[src/rtl/bcd_score_counter_if.sv]
// Command/status bundle for bcd_score_counter; NUM_DIGITS must match the counter instance.
// HISCORE_EN adds the high-score outputs hi_digits/new_hi.
interface bcd_score_counter_if #(
  parameter int NUM_DIGITS = 4
);
  logic                    d_clr;
  logic                    d_ld;
  logic [4*NUM_DIGITS-1:0] ld_val;
  logic                    d_inc;
  logic [3:0]              inc_amt;
  logic                    d_dec;
  logic [4*NUM_DIGITS-1:0] digits;
  logic                    ovf;
  logic                    unf;
  logic                    at_max;
  logic                    at_zero;
`ifdef HISCORE_EN
  logic [4*NUM_DIGITS-1:0] hi_digits;
  logic                    new_hi;
`endif

  modport master (
    output d_clr, d_ld, ld_val, d_inc, inc_amt, d_dec,
`ifdef HISCORE_EN
    input  hi_digits, new_hi,
`endif
    input  digits, ovf, unf, at_max, at_zero
  );

  modport slave (
    input  d_clr, d_ld, ld_val, d_inc, inc_amt, d_dec,
`ifdef HISCORE_EN
    output hi_digits, new_hi,
`endif
    output digits, ovf, unf, at_max, at_zero
  );
endinterface

[src/rtl/bcd_score_counter.sv]
// N-digit BCD score counter: inc by step, dec by 1, clear, clamped load, wrap or saturate (optional HISCORE_EN high score).
// Latency: 1 cycle from command to digits/ovf/unf; hi_digits/new_hi one cycle after digits.
// Backpressure: none, a command is accepted every cycle; priority reset > clr > ld > inc/dec.
module bcd_score_counter #(
  parameter int NUM_DIGITS = 4,
  parameter int WRAP_MODE  = 1
) (
  input logic                clk,
  input logic                reset,
  bcd_score_counter_if.slave sc
);
  localparam int W = 4 * NUM_DIGITS;
  localparam logic [W-1:0] ALL_NINES = {NUM_DIGITS{4'h9}};

  logic [W-1:0] digits_q;
  logic [W-1:0] next_digits;
  logic [W-1:0] ld_clamped;
  logic [W-1:0] inc_res;
  logic [W-1:0] dec_res;
  logic [3:0]   step;
  logic [3:0]   nib;
  logic [4:0]   dsum;
  logic         inc_cy;
  logic         dec_bw;
  logic         ovf_q, unf_q;
  logic         ovf_next, unf_next;

  // Per-digit ripple; after the loop inc_cy is the top carry and dec_bw means the count was zero.
  always_comb begin
    step       = (sc.inc_amt > 4'd9) ? 4'd9 : sc.inc_amt;
    ld_clamped = '0;
    inc_res    = '0;
    dec_res    = '0;
    inc_cy     = 1'b0;
    dec_bw     = 1'b1;
    nib        = '0;
    dsum       = '0;
    for (int i = 0; i < NUM_DIGITS; i++) begin
      nib = sc.ld_val[4*i +: 4];
      ld_clamped[4*i +: 4] = (nib > 4'd9) ? 4'd9 : nib;

      dsum = {1'b0, digits_q[4*i +: 4]} + {4'd0, inc_cy} + ((i == 0) ? {1'b0, step} : 5'd0);
      if (dsum > 5'd9) begin
        inc_res[4*i +: 4] = 4'(dsum - 5'd10);
        inc_cy            = 1'b1;
      end else begin
        inc_res[4*i +: 4] = dsum[3:0];
        inc_cy            = 1'b0;
      end

      if (dec_bw) begin
        if (digits_q[4*i +: 4] == 4'd0) begin
          dec_res[4*i +: 4] = 4'd9;
        end else begin
          dec_res[4*i +: 4] = digits_q[4*i +: 4] - 4'd1;
          dec_bw            = 1'b0;
        end
      end else begin
        dec_res[4*i +: 4] = digits_q[4*i +: 4];
      end
    end
  end

  always_comb begin
    next_digits = digits_q;
    ovf_next    = 1'b0;
    unf_next    = 1'b0;
    if (sc.d_clr) begin
      next_digits = '0;
    end else if (sc.d_ld) begin
      next_digits = ld_clamped;
    end else if (sc.d_inc && !sc.d_dec) begin
      ovf_next    = inc_cy;
      next_digits = (inc_cy && WRAP_MODE == 0) ? ALL_NINES : inc_res;
    end else if (sc.d_dec && !sc.d_inc) begin
      unf_next    = dec_bw;
      next_digits = (dec_bw && WRAP_MODE == 0) ? '0 : dec_res;
    end
  end

  always_ff @(posedge clk) begin
    if (reset) begin
      digits_q <= '0;
      ovf_q    <= 1'b0;
      unf_q    <= 1'b0;
    end else begin
      digits_q <= next_digits;
      ovf_q    <= ovf_next;
      unf_q    <= unf_next;
    end
  end

  assign sc.digits  = digits_q;
  assign sc.ovf     = ovf_q;
  assign sc.unf     = unf_q;
  assign sc.at_max  = (digits_q == ALL_NINES);
  assign sc.at_zero = (digits_q == '0);

`ifdef HISCORE_EN
  logic [W-1:0] hi_q;
  logic         new_hi_q;

  // Digits are always valid BCD, so a plain unsigned compare orders them by decimal magnitude.
  always_ff @(posedge clk) begin
    if (reset) begin
      hi_q     <= '0;
      new_hi_q <= 1'b0;
    end else if (digits_q > hi_q) begin
      hi_q     <= digits_q;
      new_hi_q <= 1'b1;
    end else begin
      new_hi_q <= 1'b0;
    end
  end

  assign sc.hi_digits = hi_q;
  assign sc.new_hi    = new_hi_q;
`endif
endmodule

[src/flat_wrapper.sv]
// flat-port wrapper written by rule: the top's interface ports become plain ports
module bcd_score_counter_flat 
#(
  parameter int NUM_DIGITS = 4,
  parameter int WRAP_MODE  = 1
)
  (clk, reset, sc_d_clr, sc_d_ld, sc_ld_val, sc_d_inc, sc_inc_amt, sc_d_dec, sc_digits, sc_ovf, sc_unf, sc_at_max, sc_at_zero);
  bcd_score_counter_if #(.NUM_DIGITS(NUM_DIGITS)) sc_i ();
  input logic clk;
  input logic reset;
  input wire logic [$bits(sc_i.d_clr)-1:0] sc_d_clr;
  input wire logic [$bits(sc_i.d_ld)-1:0] sc_d_ld;
  input wire logic [$bits(sc_i.ld_val)-1:0] sc_ld_val;
  input wire logic [$bits(sc_i.d_inc)-1:0] sc_d_inc;
  input wire logic [$bits(sc_i.inc_amt)-1:0] sc_inc_amt;
  input wire logic [$bits(sc_i.d_dec)-1:0] sc_d_dec;
  output wire logic [$bits(sc_i.digits)-1:0] sc_digits;
  output wire logic [$bits(sc_i.ovf)-1:0] sc_ovf;
  output wire logic [$bits(sc_i.unf)-1:0] sc_unf;
  output wire logic [$bits(sc_i.at_max)-1:0] sc_at_max;
  output wire logic [$bits(sc_i.at_zero)-1:0] sc_at_zero;
  assign sc_i.d_clr = sc_d_clr;
  assign sc_i.d_ld = sc_d_ld;
  assign sc_i.ld_val = sc_ld_val;
  assign sc_i.d_inc = sc_d_inc;
  assign sc_i.inc_amt = sc_inc_amt;
  assign sc_i.d_dec = sc_d_dec;
  assign sc_digits = sc_i.digits;
  assign sc_ovf = sc_i.ovf;
  assign sc_unf = sc_i.unf;
  assign sc_at_max = sc_i.at_max;
  assign sc_at_zero = sc_i.at_zero;
  bcd_score_counter #(.NUM_DIGITS(NUM_DIGITS), .WRAP_MODE(WRAP_MODE)) u_core (.clk(clk), .reset(reset), .sc(sc_i));
endmodule
[config.mk]
export PLATFORM = sky130hd
export DESIGN_NAME = bcd_score_counter_flat
export DESIGN_NICKNAME = d
export VERILOG_FILES = /design/src/rtl/bcd_score_counter_if.sv /design/src/rtl/bcd_score_counter.sv /design/src/flat_wrapper.sv
export SDC_FILE = /design/constraint.sdc
export NUM_CORES = 1
export LEC_CHECK = 0
export CORE_ASPECT_RATIO = 0.6
export CORE_UTILIZATION = 30
export DETAILED_ROUTE_END_ITERATION = 6
export GPL_TIMING_DRIVEN = 0
export PLACE_DENSITY = 0.57
export SYNTH_ARGS = -nofsm -noshare
export SYNTH_HDL_FRONTEND = slang
export SYNTH_SLANG_ARGS = --single-unit
[constraint.sdc]
create_clock -name clk -period 8.46 [get_ports clk]
set_clock_uncertainty 0.2 [all_clocks]
set_input_delay 1.692 -clock clk [delete_from_list [all_inputs] [get_ports clk]]
set_output_delay 1.692 -clock clk [all_outputs]
set_load 0.01 [all_outputs]
-- After elaboration in Yosys (flattened, before gate mapping)
Cells that the tools add are included.
- multiply operators: 0
- magnitude comparators: 9
- divide/modulo/power cells: 0
- muxes and demuxes: 29
- bitwise operators: 3
- eq/ne operators: 1
- shifts and indexed selects: 0
- reduce and logical (&&, ||, !) cells: 19
- $add $sub $neg: 12
- operator list (kind ; count):
    two-way mux 4 bit ; 16
    two-way mux 16 bit ; 3
    greater-than comparator 4 bit (second input constant) ; 5
    greater-than comparator 5 x 4 -> 1 bit (second input constant) ; 4
    == test 16 bit (second input constant) ; 1
    logical NOT 16 bit ; 1
    logical NOT 4 bit ; 4
    subtractor 4 x 1 -> 4 bit (second input constant) ; 4
    subtractor 4 bit (second input constant) ; 4
    adder 4 x 1 -> 5 bit ; 3
    nonzero test 3 bit ; 4
    two-way mux 1 bit ; 10
    AND reduction 2 bit ; 3
    OR reduction 6 bit ; 1
    adder 4 x 4 -> 5 bit ; 1
    OR reduction 4 bit ; 1
    inverter 1 bit ; 3
    logical AND 1 bit ; 2
    logical NOT 1 bit ; 2
    OR reduction 2 bit ; 1
- bits in read-only memories: 0
- bits in registers: 18
- latch bits: 0
- memory bits (writable): 0
- memories kept: 0
- output and inout port bits: 20

-- Logic depth before layout (Yosys ltp)
Gate-level depths: netlist (run 1).
- depth in word-level cells: 16
- depth in mapped cells: 36
- depth with buffers taken out: 36

-- Least setup slack after synthesis (run 1)
No wires, ideal clock.
- path type: input -> register
- start point: in sc_inc_amt[2]
- end point: reg u_core.digits_q[13] (netlist: u_core.sc.digits[13])
- path buffers: 0
- data required time: 8.186 ns
- stages: 36
- library setup time: 0.074 ns
- data arrival time: 7.828 ns
- path slack: 0.358 ns
- cells stage by stage: o21ai_0 nand2b_1 ha_1 inv_1 fa_1 xor2_1 ha_1 nand2_1 a32o_1 o31ai_2 ha_1 ha_1 xnor2_1 ha_1 a21boi_0 a31oi_1 a21boi_0 inv_1 ha_1 ha_1 xnor2_1 ha_1 a21boi_0 nor4_2 a21oi_1 inv_1 ha_1 ha_1 xor2_1 inv_1 ha_1 nand2b_1 o21ai_0 o21ai_0 o211ai_1 a31oi_1
- longest elaborated chain between the ends: 16
- elaborated cells on any way between the ends: 17
- those cells by class: 5 x add/sub; 5 x order compare; 7 x mux
- RTL lines (element ; RTL line ; RTL):
    start: declaration ; flat_wrapper.sv:15 ; input wire logic [$bits(sc_i.inc_amt)-1:0] sc_inc_amt;
    greater-than comparator 4 bit ; bcd_score_counter.sv:30 ; step = (sc.inc_amt > 4'd9) ? 4'd9 : sc.inc_amt;
    two-way mux 4 bit * ; bcd_score_counter.sv:30 ;
    adder 4 x 4 -> 5 bit * ; bcd_score_counter.sv:42 ; dsum = {1'b0, digits_q[4*i +: 4]} + {4'd0, inc_cy} + ((i == 0) ? {1'b0, step} : 5'd0);
    greater-than comparator 5 x 4 -> 1 bit * ; bcd_score_counter.sv:43 ; if (dsum > 5'd9) begin
    two-way mux 1 bit * ; bcd_score_counter.sv:43 ;
    adder 4 x 1 -> 5 bit * ; bcd_score_counter.sv:42 ;
    greater-than comparator 5 x 4 -> 1 bit * ; bcd_score_counter.sv:43 ;
    two-way mux 1 bit * ; bcd_score_counter.sv:43 ;
    adder 4 x 1 -> 5 bit * ; bcd_score_counter.sv:42 ;
    greater-than comparator 5 x 4 -> 1 bit * ; bcd_score_counter.sv:43 ;
    two-way mux 1 bit * ; bcd_score_counter.sv:43 ;
    adder 4 x 1 -> 5 bit * ; bcd_score_counter.sv:42 ;
    subtractor 4 bit / greater-than comparator 5 x 4 -> 1 bit (equally long branches) ; bcd_score_counter.sv:44, bcd_score_counter.sv:43 ;
    two-way mux 4 bit * ; bcd_score_counter.sv:43 ;
    two-way mux 16 bit * ; bcd_score_counter.sv:72 ; end else if (sc.d_inc && !sc.d_dec) begin
    two-way mux 16 bit * ; bcd_score_counter.sv:70 ; end else if (sc.d_ld) begin
    end signal: assignment ; bcd_score_counter.sv:87 ; digits_q <= next_digits;
    end: declaration ; bcd_score_counter.sv:15 ; logic [W-1:0] digits_q;
Every way passes the cells marked *; elsewhere a longest branch is shown, timed or not.
A chain may end at the register's enable or synchronous reset.

-- Worst setup path in the final report (run 1)
- start point: in sc_inc_amt[2]
- end point: reg u_core.digits_q[14] (netlist: u_core.sc.digits[14])
Same word-level chain as after synthesis.

==> results of run 1 <==
state kept, by name, summed over array words and instances, names as in the netlist:
signal and count:
u_core.sc.ovf 1, u_core.sc.digits 16, u_core.sc.unf 1
kinds of logic (layout without fill, tap and decap cells):
| family | Yosys count | count (layout) | synth area share |
|---|---|---|---|
| muxes | 2 | 2 | 0.00955 |
| DFF | 18 | 18 | 0.172 |
| buffers and inverters | 29 | 87 | 0.0549 |
| AOI/OAI and AO/OA | 93 | 93 | 0.294 |
| and+or+nand+nor | 112 | 112 | 0.292 |
| xor gates and xnor gates | 16 | 16 | 0.0668 |
| adders and majority gates | 18 | 18 | 0.111 |
synthesized netlist by cell type, types with 3 or more instances:
library cell,number
a21boi_0,4
inv_1,13
nor3_1,9
a211oi_1,3
nor2_1,27
o21ai_0,23
a31oi_1,7
nor4b_1,3
clkbuf_1,13
o21a_1,5
nand2b_1,10
a21oi_1,21
and3_1,4
ha_1,17
a32o_1,3
nand3_1,13
or2_2,4
nor2b_1,7
dfxtp_1,18
xnor2_1,8
o31ai_1,4
nand4_1,3
nand2_1,18
xor2_1,8
per-stage QoR:
| step | utilization | total power [mW] | setup slack [ns] | hold WS [ns] | instances |
|---|---|---|---|---|---|
| after floorplan | - | 0.225 | 0.358 | 0.429 | 288 |
| after global placement | 0.395 | 0.285 | -1.23 | 0.475 | 419 |
| after detailed placement | 0.395 | 0.287 | -1.31 | 0.483 | 419 |
| after CTS | 0.425 | 0.423 | 0.00230 | 0.493 | 430 |
| after global routing | 0.448 | 0.467 | -0.172 | 0.537 | 433 |
| final | 0.448 | 0.442 | 0.150 | 0.501 | 433 |
metal layers:
metal	part of all wire	wire (um)
met5	0	0
met2	0.43	3220
met3	0.076	561
met4	0.0040	30
met1	0.49	3600
layout make-up:
type / instances / area, um^2 / area share
buffer: 16 / 66.3 / 0.0221
clock buffer: 4 / 88.8 / 0.0296
inverter: 13 / 48.8 / 0.0162
multi-input combinational: 241 / 1810 / 0.603
sequential: 18 / 360 / 0.120
tap: 87 / 109 / 0.0362
timing repair buffer: 54 / 518 / 0.173
critical path, delay by kind of cell:
family / cells / cell delay, ns
adders and majority gates: 12 / 2.72
AOI/OAI and AO/OA: 11 / 1.81
buffers and inverters: 5 / 0.78
xor gates and xnor gates: 4 / 0.73
and+or+nand+nor: 3 / 0.50
final timing paths:
check                      start  depth (start not counted)                    to
min          u_core.sc.digits[1]                          2   u_core.sc.digits[1]
max                sc_inc_amt[2]                         35  u_core.sc.digits[14]
max reg2reg  u_core.sc.digits[0]                         32  u_core.sc.digits[14]
min reg2reg  u_core.sc.digits[1]                          2   u_core.sc.digits[1]
what timing repair did:
| item | in CTS | in global routing |
|---|---|---|
| endpoints found under the setup margin | 5 | 4 |
| buffers inserted | 7 | 3 |
| pin swaps | 8 | 11 |
| resized for setup | 18 | 25 |
power breakdown:
part	internal [mW]	switching [mW]	total (mW)
registers	0.0917	0.0159	0.108
logic	0.107	0.117	0.224
clock network	0.0722	0.0382	0.110
total	0.271	0.171	0.442
==> impl_metrics.json, run 1 <==
{
  "die_width_um": 110,
  "synth_edf_count": 0,
  "final_cell_mix": "clkdlybuf4s50_1 (43), nor2_1 (27), o21ai_0 (21), a21oi_1 (20)",
  "clk_pin_slew_ns": 0.06,
  "worstPathArrival_ns": 8.25,
  "use_met2": 0.309,
  "final_layout_size_suffix_gt1_frac": 0.168,
  "numCtsBuffers": 3,
  "postSynthRegisterBits": 18,
  "netlist_instances": 288,
  "worstSetupEndpointType": "flop",
  "place_area_um2": 2650,
  "core_area_um2": 6710,
  "overflow": 0,
  "drt-initial-drc-count": 213,
  "max_stage_delay_ns": 0.47,
  "nets": 391,
  "boundaryPins": 46,
  "antenna_found_initial": 0,
  "tightestPinTransition_ns": 0.552,
  "crit_required_ns": 8.40,
  "area_delta_synth_final_pct": 43.2,
  "max_clock_freq_mhz": 120,
  "vias": 2458,
  "worstSetupPathType": "in2reg",
  "synthFlopType": "dfxtp_1",
  "startpoint_type": "input pin",
  "hpwl_um": 5230,
  "drc": 0,
  "syn-cell-area_um2": 2100,
  "port_buffers": 44,
  "insertion_delay_ns": 0.26,
  "use_met3": 0.0470,
  "fin_setup_tns_ns": 0,
  "hp-class": "reg2reg",
  "crit_top_cell": "ha_2",
  "final_common_cell": "clkdlybuf4s50_1",
  "grt_max_degree": 11,
  "p_per_area_nw_per_um2": 147,
  "grt_pass1_vias": 2296,
  "cts_hold_buf": 0,
  "final_cell_area_um2": 3000,
  "met1_usage": 0.300,
  "num_rows": 23,
  "start_util": 0.313,
  "first_pass_iters": 4,
  "yosys.area.top_type": "dfxtp_1",
  "cp_max_fo": 5,
  "slew_violations": 0,
  "fin_crit_sh": 0.982,
  "synth_area_leaders": "dfxtp_1 (17%), ha_1 (10%), o21ai_0 (5.5%), a21oi_1 (5.0%), nor2_1 (4.8%)",
  "gp_congestion": 0.831,
  "synth_top_cell_area_share": 0.172,
  "synth_cell_types": 56,
  "tritoncts": "done",
  "clockBufferDepth": 2,
  "final-hold-violation-count": 0,
  "irDropWorstVdd_mv": 0.0545,
  "via_per_inst": 5.68,
  "synth-async-reset-ratio": 0,
  "root_buffer": "clkbuf_16",
  "die_y_um": 66.8,
  "syn_area_per_cell_um2": 7.28,
  "r2r_setup_slack_ns": 1.59,
  "drt-total-wl_um": 7410,
  "grt.total_usage": 0.206,
  "maxCapViolCount": 0,
  "min_period_ns": 8.31,
  "drtAntennaViolNets": 0,
  "slowest_stage": "clkdlybuf4s50_1",
  "yosys_warnings": 0,
  "grt_first_pass_wirelength_um": 11500,
  "p_leak_nw": 1.05,
  "setup_viol": 0,
  "max_slew_margin": 0.632,
  "cts_max_level": 1,
  "fillers": 716,
  "diodes": 0,
  "ys_seq_area_frac": 0.172,
  "clock-sinks": 18,
  "syn_nets": 332,
  "status": "finished clean",
  "wl_per_cell_um": 17.1,
  "grt-busiest-layer": "met2",
  "dieArea_um2": 7340
}
No activity file was read; power rests on OpenSTA's default activity.
==> inputs of run 2 (changes only) <==
==> constraint.sdc (replaced) <==
create_clock -name clk -period 8.46 [get_ports clk]
set_clock_uncertainty 0.2 [all_clocks]
set_input_delay 1.692 -clock clk [delete_from_list [all_inputs] [get_ports clk]]
set_output_delay 1.692 -clock clk [all_outputs]
set_load 0.02 [all_outputs]
==> results of run 2 <==
The final DEF is identical to that of run 1. Status: finished clean.
Main changes from that run: total power 0.442 mW -> 0.448 mW
==> inputs of run 3 (changes only) <==
--- a/config.mk
+++ b/config.mk
@@ -7,9 +7,12 @@
 export LEC_CHECK = 0
 export CORE_ASPECT_RATIO = 0.6
 export CORE_UTILIZATION = 30
+export CTS_CLUSTER_DIAMETER = 50
 export DETAILED_ROUTE_END_ITERATION = 6
 export GPL_TIMING_DRIVEN = 0
 export PLACE_DENSITY = 0.57
+export REMOVE_ABC_BUFFERS = 1
+export SLEW_MARGIN = 15
 export SYNTH_ARGS = -nofsm -noshare
 export SYNTH_HDL_FRONTEND = slang
 export SYNTH_SLANG_ARGS = --single-unit
==> run 3 against run 2 <==
Effect of this change:
- global-route usage down 1.6 points
- count of clock-buffer cells in the layout down 1
- non-clock buffer count fell by 14
- flip-flop and latch count stayed put
- power is 3.9% lower
- critical path depth unchanged
==> impl_metrics.json, run 3 (synthesis results as in run 1) <==
{
  "crit_buf_inv": 6,
  "insertion_delay_ns": 0.25,
  "fin_crit_sh": 0.962,
  "min_period_ns": 8.14,
  "r2r_setup_slack_ns": 1.82,
  "start_util": 0.313,
  "startpoint_type": "input pin",
  "via_per_inst": 5.63,
  "cp_max_fo": 5,
  "worstSetupPathType": "in2reg",
  "worst_slack_ns": 0.323,
  "crit_required_ns": 8.40,
  "worstPathArrival_ns": 8.07,
  "nets": 377,
  "dpl_worst_slack_ns": -1.25,
  "root_buffer": "clkbuf_16",
  "largest_reg_flops": 16,
  "grt_max_degree": 25,
  "grt_pass1_vias": 2062,
  "clockBufferDepth": 2,
  "crit_family": "adder cells",
  "maxCapViolCount": 0,
  "worst_r2r_path_depth": 32,
  "setup_viol": 0,
  "p_per_area_nw_per_um2": 146,
  "die_y_um": 66.8,
  "irDropWorstVdd_mv": 0.0641,
  "tightestPinTransition_ns": 0.873,
  "fin_total_pwr_mw": 0.431,
  "tritoncts": "done",
  "worstSetupEndpointType": "flop",
  "hold_ws_ns": 0.460,
  "max_slew_margin": 0.416,
  "slew_violations": 0,
  "vias": 2353,
  "slowest_stage": "clkdlybuf4s50_1",
  "drc": 0,
  "drt-total-wl_um": 6730,
  "clock-sinks": 18,
  "port_buffers": 45,
  "place_area_um2": 2590,
  "drt-initial-drc-count": 198,
  "max_stage_delay_ns": 0.47,
  "dieArea_um2": 7340,
  "grt.total_usage": 0.189,
  "min_to": "u_core.sc.digits[11]",
  "boundaryPins": 46,
  "crit_top_cell": "ha_2",
  "worstReg2RegEnd": "u_core.sc.digits[14]",
  "cts_max_level": 1,
  "antenna_found_initial": 0,
  "max_clock_freq_mhz": 123,
  "final_cells": 418,
  "num_rows": 23,
  "core_area_um2": 6710,
  "wl_per_cell_um": 16.1,
  "whs_path_depth": 2,
  "clk_pin_slew_ns": 0.06,
  "min-delay-start": "u_core.sc.digits[11]",
  "first_pass_iters": 5,
  "die_width_um": 110,
  "fillers": 686,
  "overflow": 0,
  "final_layout_size_suffix_gt1_frac": 0.163,
  "final-hold-violation-count": 0,
  "p_leak_nw": 1.02,
  "gp_congestion": 0.809,
  "hp-class": "reg2reg",
  "numCtsBuffers": 3,
  "grt_first_pass_wirelength_um": 10600,
  "r2r-start": "u_core.sc.digits[0]",
  "status": "finished clean",
  "area_delta_synth_final_pct": 40.2,
  "placed_cells": 404,
  "hpwl_um": 4800,
  "diodes": 0,
  "drtAntennaViolNets": 0,
  "final_common_cell": "clkdlybuf4s50_1",
  "final_cell_area_um2": 2940,
  "final_cell_mix": "clkdlybuf4s50_1 (44), nor2_1 (27), o21ai_0 (21), a21oi_1 (20)"
}
==> run 3: changes by cell type in the layout (fill, tap and decap cells not counted), sizes merged <==
cell,before,now
clkbuf,17,3
buf,13,11
clkdlybuf4s50,43,44
==> run 3: per-layer routing <==
metal  vias up  global-route usage  share of wire
met5         -                   0              0
met4         0              0.0333         0.0073
met3         6              0.0284          0.084
met2       112               0.273           0.40
met1      1074               0.291           0.51
li1       1161                   -              -
==> run 3: repair_timing <==
item | in CTS | in global routing
endpoints found under the setup margin | 5 | 4
buffers inserted | 6 | 5
gates resized for setup | 19 | 24
pin swaps | 7 | 12
hold buffers | 0 | 0
==> run 3: layout make-up <==
class	instances	area [um^2]	area share
multi-input cells	241	1810	0.616
inverters	13	48.8	0.0166
clock buffers	3	75.1	0.0255
flip-flops and latches	18	360	0.123
repair buffers	56	536	0.182
well taps	87	109	0.0370
==> run 3: worst reg2reg max path, delay by kind of cell (launching register included) <==
kind / cells / cell delay (ns)
fa+ha+maj: 12 / 2.79
flops: 1 / 0.52
compound gates: 10 / 1.66
simple gates: 2 / 0.46
xor+xnor: 3 / 0.56
buf+inv: 5 / 0.33
==> run 3: power by group <==
group,internal [mW],switching [mW],leakage [nW]
registers,0.0917,0.0220,0.147
logic,0.107,0.111,0.833
clock network,0.0624,0.0361,0.0370
total,0.262,0.169,1.02
==> run 3: how the worst max path moves through the flow <==
stage,start,endpoint,slack (ns),cells after the start
4_1_cts,sc_inc_amt[3],u_core.sc.digits[13],0.01,36
3_3_place_gp,sc_inc_amt[3],u_core.sc.digits[13],-1.19,37
5_1_grt,sc_inc_amt[2],u_core.sc.digits[14],-0.03,35
6_report,sc_inc_amt[2],u_core.sc.digits[14],0.32,35
3_5_place_dp,sc_inc_amt[3],u_core.sc.digits[13],-1.25,37
2_1_floorplan,sc_inc_amt[2],u_core.sc.digits[13],0.34,36
==> run 3: through the flow <==
stage	TNS (ns)	util
global route	-0.0338	0.439
finish	0	0.439
floorplan	0	-
CTS	0	0.415
global placement	-4.48	0.386
detailed placement	-4.76	0.386
